**config.mk**
```make
export PLATFORM = sky130hd
export DESIGN_NAME = if_stage_flat
export DESIGN_NICKNAME = d
export VERILOG_FILES = /design/src/rtl/mips_pkg.sv /design/src/rtl/if_stage_if.sv /design/src/rtl/br_target.sv /design/src/rtl/if_stage.sv /design/src/flat_wrapper.sv
export SDC_FILE = /design/constraint.sdc
export NUM_CORES = 1
export LEC_CHECK = 0
export CORE_MARGIN = 5
export CORE_UTILIZATION = 45
export DETAILED_ROUTE_END_ITERATION = 7
export HOLD_SLACK_MARGIN = 0.12
export PLACE_DENSITY_LB_ADDON = 0.2
export SYNTH_ARGS = -nofsm -noshare
export SYNTH_HDL_FRONTEND = slang
export SYNTH_HIERARCHICAL = 1
export SYNTH_SLANG_ARGS = --single-unit
```
**constraint.sdc**
```tcl
create_clock -name CLK -period 3.74 [get_ports CLK]
set_clock_uncertainty 0.1 [all_clocks]
set_input_delay 0.374 -clock CLK [delete_from_list [all_inputs] [get_ports CLK]]
set_output_delay 0.374 -clock CLK [all_outputs]
set_load 0.01 [all_outputs]
```
**src/rtl/mips_pkg.sv**
```systemverilog
// rtl/mips_pkg.sv - shared constants and fetch FSM encoding for the MIPS front end
package mips_pkg;

    localparam logic [31:0] NOP_IR_DEF   = 32'h0000_0000;
    localparam logic [31:0] RESET_PC_DEF = 32'h0000_0000;

    localparam logic [5:0] OP_SPECIAL = 6'h00;
    localparam logic [5:0] OP_J       = 6'h02;
    localparam logic [5:0] OP_BEQ     = 6'h04;
    localparam logic [5:0] FUNCT_JR   = 6'h08;

    typedef enum logic [1:0] {
        S_RST   = 2'd0,
        S_FETCH = 2'd1,
        S_FULL  = 2'd2
    } if_state_e;

endpackage

```
**src/rtl/if_stage_if.sv**
```systemverilog
// rtl/if_stage_if.sv - instruction-memory request/ready port
interface if_stage_if;
    logic        IMREQ;
    logic [31:0] IMADDR;
    logic [31:0] IMRDATA;
    logic        IMRDY;

    modport master (output IMREQ, output IMADDR, input IMRDATA, input IMRDY);
    modport slave  (input IMREQ, input IMADDR, output IMRDATA, output IMRDY);
endinterface

```
**src/rtl/br_target.sv**
```systemverilog
// rtl/br_target.sv - redirect target select for the instruction in ID (jr > j > branch)
module br_target (
    input  logic [25:0] IDIR,
    input  logic [31:0] IDPC4,
    input  logic [31:0] RSVAL,
    input  logic        JUMP,
    input  logic        JR,
    output logic [31:0] TARGET
);

    always_comb begin
        TARGET = IDPC4 + {{14{IDIR[15]}}, IDIR[15:0], 2'b00};
        if (JR) begin
            TARGET = RSVAL;
        end else if (JUMP) begin
            TARGET = {IDPC4[31:28], IDIR[25:0], 2'b00};
        end
    end

endmodule

```
**src/rtl/if_stage.sv**
```systemverilog
// rtl/if_stage.sv - fetch stage: PC, IF/ID register, one-entry skid buffer and delayed redirect
module if_stage
    import mips_pkg::*;
#(
    parameter logic [31:0] RESET_PC = RESET_PC_DEF,
    parameter logic [31:0] NOP_IR   = NOP_IR_DEF
) (
    input  logic        CLK,
    input  logic        RSTN,
    input  logic        WPCIR,
    input  logic        BRANCH,
    input  logic        JUMP,
    input  logic        JR,
    input  logic [31:0] RSVAL,
    if_stage_if.master  imem,
    output logic [31:0] IDIR,
    output logic [31:0] IDPC4
);

    if_state_e   state_q, state_d;
    logic [31:0] pc_q, pc_d;
    logic [31:0] idir_q, idir_d;
    logic [31:0] idpc4_q, idpc4_d;
    logic [31:0] bufir_q, bufir_d;
    logic [31:0] bufpc4_q, bufpc4_d;
    logic        redir_vld_q, redir_vld_d;
    logic [31:0] redir_pc_q, redir_pc_d;

    logic [31:0] target;
    logic [31:0] pc_plus4;
    logic [31:0] next_pc;
    logic        imreq;
    logic        xfer;
    logic        redir;

    br_target u_br_target (
        .IDIR   (idir_q[25:0]),
        .IDPC4  (idpc4_q),
        .RSVAL  (RSVAL),
        .JUMP   (JUMP),
        .JR     (JR),
        .TARGET (target)
    );

    assign imreq    = (state_q == S_FETCH);
    assign xfer     = imreq && imem.IMRDY;
    assign redir    = BRANCH && !WPCIR;
    assign pc_plus4 = pc_q + 32'd4;

    assign imem.IMREQ  = imreq;
    assign imem.IMADDR = pc_q;
    assign IDIR        = idir_q;
    assign IDPC4       = idpc4_q;

    // A pending redirect outranks one arriving now; the latter is illegal anyway.
    always_comb begin
        next_pc = pc_plus4;
        if (redir_vld_q) begin
            next_pc = redir_pc_q;
        end else if (redir) begin
            next_pc = target;
        end
    end

    always_comb begin
        state_d     = state_q;
        pc_d        = pc_q;
        idir_d      = idir_q;
        idpc4_d     = idpc4_q;
        bufir_d     = bufir_q;
        bufpc4_d    = bufpc4_q;
        redir_vld_d = redir_vld_q;
        redir_pc_d  = redir_pc_q;

        case (state_q)
            S_RST:   state_d = S_FETCH;
            S_FETCH: if (xfer && WPCIR) state_d = S_FULL;
            S_FULL:  if (!WPCIR) state_d = S_FETCH;
            default: state_d = S_RST;
        endcase

        if (xfer) begin
            pc_d        = next_pc;
            redir_vld_d = 1'b0;
        end

        if (WPCIR) begin
            if (xfer) begin
                bufir_d  = imem.IMRDATA;
                bufpc4_d = pc_plus4;
            end
        end else if (state_q == S_FULL) begin
            idir_d  = bufir_q;
            idpc4_d = bufpc4_q;
        end else if (xfer) begin
            idir_d  = imem.IMRDATA;
            idpc4_d = pc_plus4;
        end else begin
            idir_d  = NOP_IR;
        end

        // Without a transfer the delay slot is either sitting in the buffer
        // (PC already past it) or still outstanding (hold target until fetched).
        if (redir && !xfer) begin
            if (state_q == S_FULL) begin
                pc_d = target;
            end else begin
                redir_vld_d = 1'b1;
                redir_pc_d  = target;
            end
        end
    end

    always_ff @(posedge CLK or negedge RSTN) begin
        if (!RSTN) begin
            state_q     <= S_RST;
            pc_q        <= RESET_PC;
            idir_q      <= NOP_IR;
            idpc4_q     <= RESET_PC;
            bufir_q     <= NOP_IR;
            bufpc4_q    <= RESET_PC;
            redir_vld_q <= 1'b0;
            redir_pc_q  <= RESET_PC;
        end else begin
            state_q     <= state_d;
            pc_q        <= pc_d;
            idir_q      <= idir_d;
            idpc4_q     <= idpc4_d;
            bufir_q     <= bufir_d;
            bufpc4_q    <= bufpc4_d;
            redir_vld_q <= redir_vld_d;
            redir_pc_q  <= redir_pc_d;
        end
    end

endmodule

```
**src/flat_wrapper.sv**
```systemverilog
// flat-port wrapper written by rule: the top's interface ports become plain ports
module if_stage_flat import mips_pkg::*;
#(
    parameter logic [31:0] RESET_PC = RESET_PC_DEF,
    parameter logic [31:0] NOP_IR   = NOP_IR_DEF
)
  (CLK, RSTN, WPCIR, BRANCH, JUMP, JR, RSVAL, IDIR, IDPC4, imem_IMREQ, imem_IMADDR, imem_IMRDATA, imem_IMRDY);
  if_stage_if imem_i ();
  input  logic CLK;
  input  logic RSTN;
  input  logic WPCIR;
  input  logic BRANCH;
  input  logic JUMP;
  input  logic JR;
  input  logic [31:0] RSVAL;
  output logic [31:0] IDIR;
  output logic [31:0] IDPC4;
  output wire logic [$bits(imem_i.IMREQ)-1:0] imem_IMREQ;
  output wire logic [$bits(imem_i.IMADDR)-1:0] imem_IMADDR;
  input wire logic [$bits(imem_i.IMRDATA)-1:0] imem_IMRDATA;
  input wire logic [$bits(imem_i.IMRDY)-1:0] imem_IMRDY;
  assign imem_IMREQ = imem_i.IMREQ;
  assign imem_IMADDR = imem_i.IMADDR;
  assign imem_i.IMRDATA = imem_IMRDATA;
  assign imem_i.IMRDY = imem_IMRDY;
  if_stage #(.RESET_PC(RESET_PC), .NOP_IR(NOP_IR)) u_core (.CLK(CLK), .RSTN(RSTN), .WPCIR(WPCIR), .BRANCH(BRANCH), .JUMP(JUMP), .JR(JR), .RSVAL(RSVAL), .imem(imem_i), .IDIR(IDIR), .IDPC4(IDPC4));
endmodule
```
==> impl_metrics.tcl <==
set metrics [dict create \
    status "finished, final reports clean" \
    tightestPinTransition_ns 0.969 \
    firstDrtPassIters 6 \
    yosysWarnings 6 \
    layout.nets 1476 \
    grt_overflow_total 0 \
    p_sw_uw 3910 \
    clock.fmax_mhz 288 \
    pwr-share-clk_pct 19.0 \
    power_frac_comb_pct 42.1 \
    p_leak_uw 0.00597 \
    swShare_pct 40.5 \
    cts-htree-levels 4 \
    setup_viol 0 \
    setup_tns_ns 0 \
    routedWlPerCell_um 22.0 \
    multi_input_area_mm2 0.00625 \
    via_count 10500 \
    drive_gt1_share_pct 12.6 \
    gp_congestion 0.959 \
    ir_worst_vdd_uv 391 \
    crit_fanout 4 \
    dpl.cell_count 1684 \
    worstSetupStartpointType "flip-flop" \
    hold_violations 0 \
    avgSynthCellArea_um2 9.30 \
    min_period_ns 3.47 \
    hpwl_um 27200 \
    grtUsageTotal_pct 25.9 \
    synth_fp_nets 1343 \
    synthArstFlopShare_pct 100 \
    syn2layout_area_growth_pct 23.0 \
    initialDrtViolationCount 823 \
    drt-vias-per-instance 6.10 \
    power_uw 9650 \
    end_kind "flip-flop" \
    clkLatencyLatePin_ns 0.45 \
    fp.dieH_um 170 \
    drcViolationCount 0 \
    post_cts_buffers 0 \
    antenna_found_initial 1 \
    clk_pin_slew_worst_paths_ns 0.09 \
    grt_max_degree 94 \
    cp.arrival_ns 3.71 \
    synth_top_cell_by_area "dfrtp_1" \
    cts_buffer_depth 2 \
    core_mm2 0.0252 \
    grt_pass1_vias 10400 \
    num_io_pins 168 \
    mostFrequentLayoutCell "dfrtp_1" \
    fillers 2249 \
    cts_root_buf "clkbuf_16" \
    yosysSeqAreaShare_pct 42.3 \
    power_density_mw_per_mm2 680 \
    routed_wl_um 37900 \
    post-route-period-util_pct 92.8 \
    synth_cell_type_count 78 \
    placed_area_mm2 0.0136 \
    synth_seq_cells 195 \
    drtAntennaViolNets 0 \
    critPathRequiredTime_ns 3.98 \
    cts_buffers 17 \
    stdcell_count 1718 \
    port_buffers 167 \
    start_util_pct 45.8 \
    fin_area_mm2 0.0142 \
    die_width_um 170 \
    synth-edff-count 0 \
    cts_tree "built" \
    placementRows 58 \
    cts.sinks 195 \
    grt_first_pass_wirelength_um 58700 \
    criticalPathCategory "reg2reg" \
    p_seq_share_pct 38.9 \
    maxSlewViolCount 0 \
    most-common-layout-cells "194 x dfrtp_1, 164 x clkdlybuf4s50_1, 163 x nand2_1" \
    internal_power_uw 5740 \
    seqCellArea_mm2 0.00488 \
    synthFlopType "dfrtp_1" \
    netlist_area_mm2 0.0115 \
    maxCapViolations 0 \
    synth_top_area_share_pct 42.3 \
    max-slew-margin-rel_pct 35.0 \
    grt_setup_unrepaired "no" \
    synthTopCellsByArea "dfrtp_1 42%, mux2_2 7.1%, nand2_1 5.3%" \
    die_area_mm2 0.0289 \
    synthCells 1241 \
    worstHoldPathType "reg2reg" \
]
## registers in the layout, summed over array words and instances (netlist names)
| register | flops |
|---|---|
| u_core/imem.IMADDR | 32 |
| u_core/redir_vld_q | 1 |
| u_core/bufir_q | 32 |
| u_core/state_q | 2 |
| u_core/bufpc4_q | 32 |
| u_core/IDIR | 32 |
| u_core/redir_pc_q | 32 |
| u_core/IDPC4 | 32 |
## per-stage QoR
stage                     setup WS, ns  hold slack [ns]  util (%)
after floorplan                  0.602          -0.0216         -
after global placement           0.385            0.357      53.9
after detailed placement         0.314            0.364      53.9
after CTS                        0.246            0.359      56.3
after global routing            0.0518            0.392      56.4
final                            0.270            0.376      56.4
## repair_timing
| item | CTS | global route |
|---|---|---|
| endpoints found under the hold margin | 90 | 0 |
| resized for setup | 0 | 2 |
| setup endpoints to repair | 0 | 2 |
| hold buffers | 1 | 0 |
## synthesized netlist by cell type (20+ instances only)
cell	n
a21oi_1	62
a22oi_1	37
clkbuf_1	68
dfrtp_1	195
ha_1	30
mux2_2	73
mux2i_1	20
nand2_1	164
nand3_1	41
nor2_1	61
nor3_1	26
o21a_1	21
o21ai_0	109
xnor2_1	24
## power by group through the flow
stage / registers [uW] / clock network [uW] / logic, uW
2_1_floorplan: 3560 / 0 / 2440
3_3_place_gp: 3760 / 0 / 3970
3_5_place_dp: 3790 / 0 / 4030
4_1_cts: 3750 / 1870 / 4050
5_1_grt: 3870 / 1960 / 4440
6_report: 3750 / 1830 / 4070
## layer usage
| layer | up-vias | share of wire (%) | GRT usage [%] |
|---|---|---|---|
| met1 | 5163 | 41 | 32.8 |
| met3 | 83 | 7.0 | 5.18 |
| met5 | - | 0 | 0 |
| met2 | 407 | 48 | 43.2 |
| li1 | 4819 | - | - |
| met4 | 0 | 4.1 | 11.3 |
## area by class of cell
type | instances | area share [%]
Clock buffer | 20 | 3.15
Timing Repair Buffer | 205 | 14.0
Clock inverter | 12 | 0.969
Inverter | 20 | 0.529
Multi-Input combinational cell | 935 | 44.0
Sequential cell | 195 | 34.4
Tap cell | 330 | 2.91
Antenna cell | 1 | 0.0176
## logic make-up (layout without fill, tap and decap cells)
logic type                 Yosys count  in the layout  share of synthesized area [%]
adders and majority gates           31             31                           3.43
other                                0              1                              0
xor gates and xnor gates            42             42                           3.19
buffers and inverters              111            257                           3.86
and+or+nand+nor                    391            391                           17.0
muxes                               93             93                           8.86
DFF                                195            195                           42.3
AOI/OAI and AO/OA                  378            378                           21.3
## path summary, 6_finish.rpt
check,start,endpoint,slack (ns),cells after the start
setup / recovery,u_core/IDIR[0]$_DFFE_PN0N_,u_core/imem.IMADDR[28]$_DFF_PN0_,0.27,13
hold / removal,u_core/bufpc4_q[10]$_DFFE_PN0P_,u_core/bufpc4_q[10]$_DFFE_PN0P_,0.38,2
setup reg to reg,u_core/IDIR[0]$_DFFE_PN0N_,u_core/imem.IMADDR[28]$_DFF_PN0_,0.27,13
hold reg to reg,u_core/bufpc4_q[10]$_DFFE_PN0P_,u_core/bufpc4_q[10]$_DFFE_PN0P_,0.38,2
max in group asynchronous,RSTN,u_core/IDPC4[14]$_DFFE_PN0P_,2.12,3
min in group asynchronous,RSTN,u_core/IDIR[24]$_DFFE_PN0N_,0.46,2
## critical path, cell delays in order, from the launching register on
cell,delay [ns]
dfrtp_1,0.42
ha_1,0.26
fa_1,0.43
a21o_1,0.21
a21oi_2,0.22
o21ai_2,0.11
a41oi_4,0.31
a21oi_2,0.12
or2_4,0.29
a221oi_2,0.27
xor2_1,0.10
o31ai_1,0.30
o221ai_1,0.15
o311ai_1,0.09
Note: power is estimated with default switching activity, not from simulation.
